### config.mk
export PLATFORM = sky130hd
export DESIGN_NAME = seq_impl_chan
export DESIGN_NICKNAME = d
export VERILOG_FILES = /design/src/rtl/seq_impl_checker.sv
export SDC_FILE = /design/constraint.sdc
export NUM_CORES = 1
export LEC_CHECK = 0
export CORE_UTILIZATION = 49
export DETAILED_ROUTE_END_ITERATION = 6
export GPL_ROUTABILITY_DRIVEN = 1
export PLACE_DENSITY_LB_ADDON = 0.1
export SYNTH_ARGS = -nofsm -noshare
export SYNTH_HDL_FRONTEND = slang
export SYNTH_SLANG_ARGS = --single-unit
### constraint.sdc
create_clock -name clk -period 2.89 [get_ports clk]
set_input_delay 0.289 -clock clk [delete_from_list [all_inputs] [get_ports clk]]
set_output_delay 0.289 -clock clk [all_outputs]
set_load 0.05 [all_outputs]
### src/rtl/seq_impl_checker.sv
// ---------------------------------------------------------------------------
// seq_impl_checker
//
// Multi-channel hardware implication checker, the synthesizable counterpart
// of  (c && d) |-> ##DELAY (a && !b).
//
// An attempt launches on a channel when en is high and ante_c & ante_d hold
// at a rising edge. Exactly DELAY edges later the attempt is resolved against
// cons_a (must be 1) and cons_b (must be 0). Overlapping attempts on one
// channel are tracked independently, so one attempt per channel per edge can
// be in flight at each pipeline stage.
//
// Ports
//   clk            rising-edge clock
//   rst            asynchronous active-low reset
//   en             global attempt enable (gates launching only)
//   abort          synchronous flush of all pending attempts
//   clr            synchronous clear of counters and the sticky failure record
//   ante_c/ante_d  [CH] antecedent terms
//   cons_a/cons_b  [CH] consequent terms
//   pass_pulse     [CH] one-cycle pulse per passing attempt
//   fail_pulse     [CH] one-cycle pulse per failing attempt
//   pass_cnt       [CH*CNT_W] saturating pass counters, ch i at [i*CNT_W +: CNT_W]
//   fail_cnt       [CH*CNT_W] saturating fail counters, same packing
//   err            sticky: any failure since reset/clr
//   first_fail_ch  lowest failing channel on the edge err was first set
// ---------------------------------------------------------------------------

// ---------------------------------------------------------------------------
// seq_impl_chan: one channel of the checker (pending pipeline, pulses and
// saturating counters). fail_now is the unregistered fail decision of the
// current edge, used by the top level to maintain the sticky record.
// ---------------------------------------------------------------------------
module seq_impl_chan #(
   parameter int DELAY = 1,
   parameter int CNT_W = 8
) (
   input  logic             clk,
   input  logic             rst,
   input  logic             en,
   input  logic             abort,
   input  logic             clr,
   input  logic             ante_c,
   input  logic             ante_d,
   input  logic             cons_a,
   input  logic             cons_b,
   output logic             pass_pulse,
   output logic             fail_pulse,
   output logic [CNT_W-1:0] pass_cnt,
   output logic [CNT_W-1:0] fail_cnt,
   output logic             fail_now
);

   // Shift a newly launched attempt into bit 0; the oldest attempt sits in
   // the MSB. Works for DELAY=1, where the vector is a single bit.
   function automatic logic [DELAY-1:0] shift_in(input logic [DELAY-1:0] v,
                                                 input logic             b);
      logic [DELAY-1:0] r;
      r    = v << 1'b1;
      r[0] = b;
      return r;
   endfunction

   // Increment that holds at all-ones instead of wrapping.
   function automatic logic [CNT_W-1:0] sat_inc(input logic [CNT_W-1:0] v);
      logic [CNT_W-1:0] r;
      if (v == {CNT_W{1'b1}}) begin
         r = v;
      end else begin
         r = v + {{(CNT_W-1){1'b0}}, 1'b1};
      end
      return r;
   endfunction

   logic [DELAY-1:0] pend_r;
   logic [DELAY-1:0] pend_nxt_s;
   logic             launch_s;
   logic             due_s;
   logic             hit_s;
   logic             pass_s;
   logic             fail_s;
   logic             pass_pulse_r;
   logic             fail_pulse_r;
   logic [CNT_W-1:0] pass_cnt_r;
   logic [CNT_W-1:0] fail_cnt_r;

   // Launch/evaluate decisions and next state of the pending pipeline.
   always_comb begin
      launch_s = en & ante_c & ante_d & ~abort;
      // abort behaves like disable-iff: the attempt reaching the end of the
      // pipeline on an abort edge is discarded, not judged.
      due_s    = pend_r[DELAY-1] & ~abort;
      hit_s    = cons_a & ~cons_b;
      pass_s   = due_s & hit_s;
      fail_s   = due_s & ~hit_s;
      if (abort) begin
         pend_nxt_s = {DELAY{1'b0}};
      end else begin
         pend_nxt_s = shift_in(pend_r, launch_s);
      end
   end

   // Pending attempts and result pulses.
   always_ff @(posedge clk or negedge rst) begin
      if (!rst) begin
         pend_r       <= {DELAY{1'b0}};
         pass_pulse_r <= 1'b0;
         fail_pulse_r <= 1'b0;
      end else begin
         pend_r       <= pend_nxt_s;
         // Pulses are reported even on a clr edge; only the bookkeeping
         // below drops results that coincide with clr.
         pass_pulse_r <= pass_s;
         fail_pulse_r <= fail_s;
      end
   end

   // Saturating pass/fail counters; clr wins over a same-edge result.
   always_ff @(posedge clk or negedge rst) begin
      if (!rst) begin
         pass_cnt_r <= {CNT_W{1'b0}};
         fail_cnt_r <= {CNT_W{1'b0}};
      end else if (clr) begin
         pass_cnt_r <= {CNT_W{1'b0}};
         fail_cnt_r <= {CNT_W{1'b0}};
      end else begin
         if (pass_s) begin
            pass_cnt_r <= sat_inc(pass_cnt_r);
         end else begin
            pass_cnt_r <= pass_cnt_r;
         end
         if (fail_s) begin
            fail_cnt_r <= sat_inc(fail_cnt_r);
         end else begin
            fail_cnt_r <= fail_cnt_r;
         end
      end
   end

   assign pass_pulse = pass_pulse_r;
   assign fail_pulse = fail_pulse_r;
   assign pass_cnt   = pass_cnt_r;
   assign fail_cnt   = fail_cnt_r;
   assign fail_now   = fail_s;

endmodule


# Yosys cells after proc, flatten, opt, wreduce, memory -nomap -nowiden
# Index checks and enable logic that the tools add are counted.
[op_classes]
bitwise_logic = 10
eq_ne = 4
reduce_logical = 4
mux = 7
addsub = 2
[op_table]
columns = ["op", "n"]
rows = [
  ["$mux 8", 6],
  ["$add 8x1->8 const B", 2],
  ["$eq 8x8->1 const B", 2],
  ["$and 1x1->1", 7],
  ["$ne 2x2->1 const B", 2],
  ["$reduce_and 2->1", 2],
  ["$reduce_bool 2->1", 2],
  ["$not 1->1", 3],
  ["$mux 1", 1],
]
[totals]
out_inout_bits = 19
register_bits = 19
input_bits = 9

# Longest topological paths before layout
# Gate-level depths: netlist of the first run.
[logic_depth]
depth_word = 6
mapped_depth = 5

# Least setup slack after synthesis of the first run
# No wires, ideal clock.
[synth_path]
kind = "register -> register"
startpoint = "register fail_cnt_r[3] (netlist: fail_cnt[3])"
endpoint = "register fail_cnt_r[7] (netlist: fail_cnt[7])"
setup_time_ns = 0.078
path_buffers = 0
required_time_ns = 2.812
t_arrival_ns = 1.721
period_less_slack_ns = 1.799
stages_incl_launch_ff = 5
slack_ns = 1.091
path_cell_list = "dfrtp_1 -> nand4_2 -> or2_0 -> or4_1 -> a21oi_1"
[synth_between]
elab_chain_cells = 4
word_cells_on_any_way = 7
classes_between = "add/sub: 1; eq/ne: 2; mux: 3; reduce/logical: 1"
[synth_lines]
columns = ["element", "line_no", "text"]
rows = [
  ["start, declared", "85", "logic [CNT_W-1:0] fail_cnt_r;"],
  ["start signal, assigned", "122", "fail_cnt_r <= {CNT_W{1'b0}};"],
  ["start signal, assigned", "125", "fail_cnt_r <= {CNT_W{1'b0}};"],
  ["start signal, assigned", "133", "fail_cnt_r <= sat_inc(fail_cnt_r);"],
  ["$add 8x1->8", "70", "r = v + {{(CNT_W-1){1'b0}}, 1'b1};"],
  ["$mux 8", "67", "if (v == {CNT_W{1'b1}}) begin"],
  ["$mux 8", "132", "if (fail_s) begin"],
  ["$mux 8", "123", "end else if (clr) begin"],
]
# Parallel ways exist; a longest one is shown, timed or not. The select of a mux whose other input is x is not followed.
# A chain may end at the register's enable or synchronous reset.

# Final worst setup path of the first run
[layout_path]
startpoint = "input port abort"
endpoint = "output port fail_now"
[layout_between]
elab_chain_cells = 3
[layout_lines]
columns = ["element", "line_no", "text"]
rows = [
  ["start, declared", "41", "input logic abort,"],
  ["$not 1->1", "92", "due_s = pend_r[DELAY-1] & ~abort;"],
  ["$and 1x1->1", "92", ""],
  ["$and 1x1->1", "95", "fail_s = due_s & ~hit_s;"],
  ["end, declared", "51", "output logic fail_now"],
]
# Every way passes these cells.

==> metrics, run 1 <==
CP Cell Sequence=clkdlybuf4s50_1 -> nor2b_1 -> nand2_1 -> inv_1 -> clkdlybuf4s50_1; Reg power frac=0.621; Final Cell Area=1280 µm²; synth unique cells=34; CP Data Required Time=2.60 ns; cts repair resizes=0; number of antenna diodes=0; Final setup viols=0; final hold violation count=0; Slew Limit Fails=0; vias in the first global route=780; final worst slack=0.6080 ns; Post-Syn Instances=99; CTS clk-pin slew, worst paths=0.11 ns; FF/Latch Area=475.5 µm²; clk_lat worst skew=0.29 ns; Peak supply drop=0.3315 mV; pre-CTS WS=0.6114 ns; Initial Utilization=0.5375; Final HPWL DP=1507 µm; status=completed; EDFF count, synth=0; site row count=15; largest net degree at the start of global routing=20; register bit total from synthesis=19; DR WL/cell=13.24 µm; Post-Syn Area=958.4 µm²; syn avg cell area=9.681 µm²; combinational power share=0.068; final wirelength=2026 µm; CP top delay family=buffers and inverters; CTS tree=done; Setup crit end kind=output pin; # hold bufs at CTS=0; Clock Skews=0.002032 ns; post-DR vias/cell=5.569; CP Buf/Inv Count=3; routed via count=852; relative slew slack=0.4297; CP dominant cell by count=clkdlybuf4s50_1; Clock Power Share=0.311; setup TNS=0 ns; Critical Path Fanout Max=8; IO Count=28; PortBufs=27; CTS Sinks=19; Max clock buf depth=2; P_int=0.3315 mW; CTS buffer count=3; die area=2137 µm²; Core Footprint=1783 µm²; area of the multi-input gates=456.7 µm²; Post-Syn Nets=110; Yosys warnings=0; 1st-iter DRT viols=25; Final period util=0.7896; arrival time at the worst endpoint=1.99 ns; sequential share of the synthesized area=0.4961; first-pass GRT wire length=3215 µm; Routability Congestion=0.8409; Fillers=146; fraction of layout cells with a size suffix above 1=0.05469; GRT Total Usage=0.2174; kind of critical path=in -> out; FFs w/ async S/R, synth=1.000; area delta synth->final=33.55%; root buffer cell=clkbuf_4; gr ovfl total=0; post-CTS setup buffer count=0; switching share of power=0.2295; Crit path largest cell delay=0.81 ns; DRC errors left=0; Worst setup SP type=input port; Worst Max-Slew Pin Slew=0.8528 ns; maxcap violations=0; die width=46.23 µm; FF-to-FF setup slack=1.21 ns; PwrDens=336.2 nW/µm²; drt first pass iters=5; Tmin final=2.282 ns; CTS H-tree depth=1; nets@finish=140; ANT nets after route=0; antenna violations before repair=0; Area after DPL=1252 µm²; Leak=0.5228 nW; worst hold path type=in -> async; slowest stage cell, crit path=clkdlybuf4s50_1; RSZ-0062 raised after global routing=no; Max Fclk=438.2 MHz; Die Ht=46.23 µm; ys flop type=dfrtp_1; P_sw=0.09876 mW
state kept, by name, indices dropped and copies added (netlist names):
signal and flops:
fail_cnt 8, fail_pulse 1, pend_r 1, pass_pulse 1
pass_cnt 8
metrics by stage:
stage	power, mW	utilization	instances	hold slack, ns
6_report	0.4303	0.7179	153	0.4701
5_1_grt	0.4489	0.7179	153	0.5486
4_1_cts	0.4377	0.7179	153	0.4814
3_5_place_dp	0.3020	0.7025	149	0.5873
3_3_place_gp	0.3013	0.7025	149	0.5673
2_1_floorplan	0.2827	-	99	-0.006591
Yosys cell counts (2+ instances only):
| master | n | area (µm²) |
|---|---|---|
| inv_1 | 5 | 18.77 |
| nor2_1 | 10 | 37.54 |
| a211oi_1 | 2 | 15.01 |
| nor3_1 | 3 | 15.01 |
| nand2_1 | 6 | 22.52 |
| a31oi_1 | 3 | 18.77 |
| mux2_2 | 2 | 22.52 |
| or3_1 | 3 | 18.77 |
| nor2b_1 | 3 | 18.77 |
| o21ai_0 | 5 | 25.02 |
| mux2i_1 | 2 | 20.02 |
| dfrtp_1 | 19 | 475.5 |
| ha_1 | 2 | 25.02 |
| a21oi_1 | 7 | 35.03 |
| nor4_1 | 2 | 12.51 |
| nand3_1 | 6 | 30.03 |
| nand2b_1 | 2 | 12.51 |
power by group through the flow:
| stage | Sequential, mW | Combinational [mW] | Clock [mW] |
|---|---|---|---|
| after floorplan | 0.275 | 0.00799 | 0 |
| after global placement | 0.272 | 0.0289 | 0 |
| after detailed placement | 0.273 | 0.0294 | 0 |
| after CTS | 0.267 | 0.0295 | 0.141 |
| after global routing | 0.268 | 0.0322 | 0.149 |
| final | 0.267 | 0.0293 | 0.134 |
layer usage:
metal / wire (µm) / vias to the layer above / GRT usage / part of all wire
li1: - / 418 / - / -
met1: 880 / 398 / 0.2500 / 0.43
met2: 1008 / 28 / 0.3718 / 0.50
met3: 88 / 8 / 0.03922 / 0.043
met4: 50 / 0 / 0.1294 / 0.025
met5: 0 / - / 0 / 0
layout by cell type (no fill, tap or decap), types with 2 or more instances in the layout:
cell             Yosys  routed
ha_1                 2       2
o21ai_0              5       5
nand2_1              6       6
inv_1                5       5
mux2i_1              2       2
nor4_1               2       2
nand3_1              6       6
nand2b_1             2       2
a211oi_1             2       2
nor3_1               3       3
or3_1                3       3
a31oi_1              3       3
clkbuf_4             0       3
clkdlybuf4s50_1      0      27
nor2b_1              3       3
dfrtp_1             19      19
mux2_2               2       2
nor2_1              10      10
a21oi_1              7       7
cells by family (layout without fill, tap and decap cells):
group / after synthesis / count (layout) / share of synthesized area
buffers and inverters: 7 / 36 / 0.02741
AND/OR/NAND/NOR: 44 / 44 / 0.2546
flip-flops: 19 / 19 / 0.4961
multiplexers: 4 / 4 / 0.04439
adder cells (fa/ha/maj): 2 / 2 / 0.02611
AO/OA/AOI/OAI: 21 / 21 / 0.1332
XOR/XNOR: 2 / 2 / 0.01828
path summary, 6_finish.rpt:
| path | from | endpoint | depth (start not counted) |
|---|---|---|---|
| worst max-delay path | abort | fail_now | 5 |
| worst min-delay path | rst | pass_cnt[7] | 1 |
| worst max register to register | fail_cnt[0] | fail_cnt[5] | 5 |
| worst min register to register | pass_cnt[1] | pass_cnt[1] | 2 |
| max in group asynchronous | rst | fail_cnt[0] | 1 |
| min in group clk | pass_cnt[1] | pass_cnt[1] | 2 |
final cells by class:
class / instances / share of cell area
sequential: 19 / 0.3715
multi-input combinational: 73 / 0.3568
timing repair buffer: 27 / 0.2111
tap: 25 / 0.02444
clock buffer: 3 / 0.01760
inverter: 5 / 0.01466
clock inverter: 1 / 0.003910
No activity file was read; power rests on OpenSTA's default activity.
==> inputs of run 2 (changes only) <==
--- a/config.mk
+++ b/config.mk
@@ -5,7 +5,7 @@
 export SDC_FILE = /design/constraint.sdc
 export NUM_CORES = 1
 export LEC_CHECK = 0
-export CORE_UTILIZATION = 49
+export CORE_UTILIZATION = 46
 export DETAILED_ROUTE_END_ITERATION = 6
 export GPL_ROUTABILITY_DRIVEN = 1
 export PLACE_DENSITY_LB_ADDON = 0.1
==> constraint.sdc (replaced) <==
create_clock -name clk -period 2.3 [get_ports clk]
set_input_delay 0.23 -clock clk [delete_from_list [all_inputs] [get_ports clk]]
set_output_delay 0.23 -clock clk [all_outputs]
set_load 0.05 [all_outputs]
==> metrics, run 2 (same netlist as run 1, synthesis figures left out) <==
Initial Utilization=0.4885 (-0.04902); GRT Total Usage=0.2165 (-0.0009207); Max Fclk=537.3 MHz; CTS tree=done; Reg power frac=0.612 (-0.009); setup TNS=0 ns (unchanged); Worst Reg-to-Reg Cells=5 (unchanged); DRC errors left=0 (unchanged); Final period util=0.8092; # hold bufs at CTS=0 (unchanged); pre-CTS WS=0.3291 ns (-0.2822 ns); P_sw=0.1275 mW (+29%); CP Cell Sequence=clkdlybuf4s50_1; Clock Skews=0.0005206 ns (-0.001511 ns); slowest stage cell, crit path=clkdlybuf4s50_1; final hold violation count=0 (unchanged); Leak=0.5317 nW (+1.7%); IO Count=28 (unchanged); clk_lat worst skew=0.29 ns (about the same); most common cell after layout, fill and taps aside=clkdlybuf4s50_1; Slew Limit Fails=0 (unchanged); CP Data Required Time=2.07 ns (-0.53 ns); fraction of layout cells with a size suffix above 1=0.06923 (+0.01454); post-CTS setup buffer count=0 (unchanged); CP top delay family=buffers and inverters; area delta synth->final=34.99%; post-DR vias/cell=5.580 (+0.20%); Core Footprint=1962 µm² (+10%); Critical Path Fanout Max=8 (unchanged); top sig layer=met4; final worst slack=0.4389 ns (-0.1690 ns); largest net degree at the start of global routing=20 (unchanged); RSZ-0062 raised after global routing=no; CTS Sinks=19 (unchanged); first-pass GRT wire length=3387 µm (+5.3%); CTS clk-pin slew, worst paths=0.11 ns (about the same); number of antenna diodes=0 (unchanged); Max clock buf depth=2 (unchanged); most frequent cells in the layout=clkdlybuf4s50_1, dfrtp_1, nor2_1; worst hold path type=in -> async; site row count=16 (+1); met3 wire length=75 µm (-15%); kind of critical path=reg -> out; Worst setup SP type=flip-flop; nets@finish=142 (+1.4%); antenna violations before repair=0 (unchanged); Setup crit end kind=output pin; Met2 Routed Length=1142 µm (+13%); gr ovfl total=0 (unchanged); final wirelength=2207 µm (+8.9%); 1st-iter DRT viols=13 (-48%); Reg-to-Reg Start=fail_cnt[0]; root buffer cell=clkbuf_4; vias in the first global route=788 (+1.0%); FF-to-FF setup slack=0.66 ns (-0.55 ns); Die Ht=47.65 µm (+3.1%); Worst Max-Slew Pin Slew=0.4962 ns (-0.3566 ns); Overall Power=0.5489 mW (+28%); status=completed; M1 WL=974 µm (+11%); drt first pass iters=4 (-1); Final setup viols=0 (unchanged); die area=2270 µm² (+6.2%); PortBufs=27 (unchanged); CTS buffer count=3 (unchanged); Crit path largest cell delay=0.85 ns (+0.04 ns); RR Endpoint=fail_cnt[5]; combinational power share=0.072 (+0.004); PwrDens=424.2 nW/µm² (+26%); CP Buf/Inv Count=1 (-2); Tmin final=1.861 ns; CTS H-tree depth=1 (unchanged); DR WL/cell=14.06 µm (+6.2%); Peak supply drop=0.2539 mV (-23%); die width=47.65 µm (+3.1%); Clock Power Share=0.315 (+0.004); arrival time at the worst endpoint=1.63 ns (-0.36 ns); switching share of power=0.2323 (+0.002834); routed via count=876 (+2.8%); ANT nets after route=0 (unchanged); Final HPWL DP=1633 µm (+8.4%); maxcap violations=0 (unchanged); relative slew slack=0.6682 (+0.2385); cts repair resizes=0 (unchanged); Routability Congestion=0.7963 (-5.3%); P_int=0.4213 mW (+27%)
[run 2: cell types whose count changed in the layout (fill, tap and decap cells not counted)]
cell and delta:
clkbuf_1 +1, clkdlybuf4s50_1 -1, buf_4 +3, clkinv_2 -1
[run 2: layer usage]
metal	vias up	global-route usage
li1	424	-
met3	2	0.02264
met4	0	0.1000
met5	-	0
met1	427	0.2424
met2	23	0.4082
[run 2: how the worst max path moves through the flow]
| stage | from | to | slack, ns | depth (start not counted) |
|---|---|---|---|---|
| floorplan | fail_cnt[3] | fail_cnt[7] | 0.50 | 4 |
| global placement | abort | pass_cnt[7] | 0.38 | 5 |
| detailed placement | cons_a | pass_cnt[7] | 0.33 | 5 |
| CTS | pass_cnt[3] | pass_cnt[3] | 0.44 | 1 |
| global route | pass_cnt[3] | pass_cnt[3] | 0.39 | 1 |
| finish | pass_cnt[3] | pass_cnt[3] | 0.44 | 1 |
[run 2: per-stage QoR]
stage / instances / cell area [µm²] / util / hold slack (ns)
floorplan: 99 / 958.4 / - / -0.06559
global placement: 153 / 1267 / 0.6460 / 0.5712
detailed placement: 153 / 1267 / 0.6460 / 0.5837
CTS: 157 / 1294 / 0.6594 / 0.2643
global route: 157 / 1294 / 0.6594 / 0.2795
finish: 157 / 1294 / 0.6594 / 0.2573
[run 2: final cells by class]
class | instances | area, µm²
Fill cell | 175 | 668.1
Tap cell | 27 | 33.78
Timing Repair Buffer | 29 | 282.8
Multi-Input combinational cell | 73 | 456.7
Inverter | 5 | 18.77
Sequential cell | 19 | 475.5
Clock buffer | 4 | 26.28
[run 2: power by group through the flow]
stage	clock [mW]	combinational (mW)	sequential, mW
floorplan	0	0.0100	0.345
global placement	0	0.0392	0.342
detailed placement	0	0.0402	0.342
CTS	0.177	0.0405	0.336
global route	0.189	0.0440	0.336
finish	0.173	0.0398	0.336
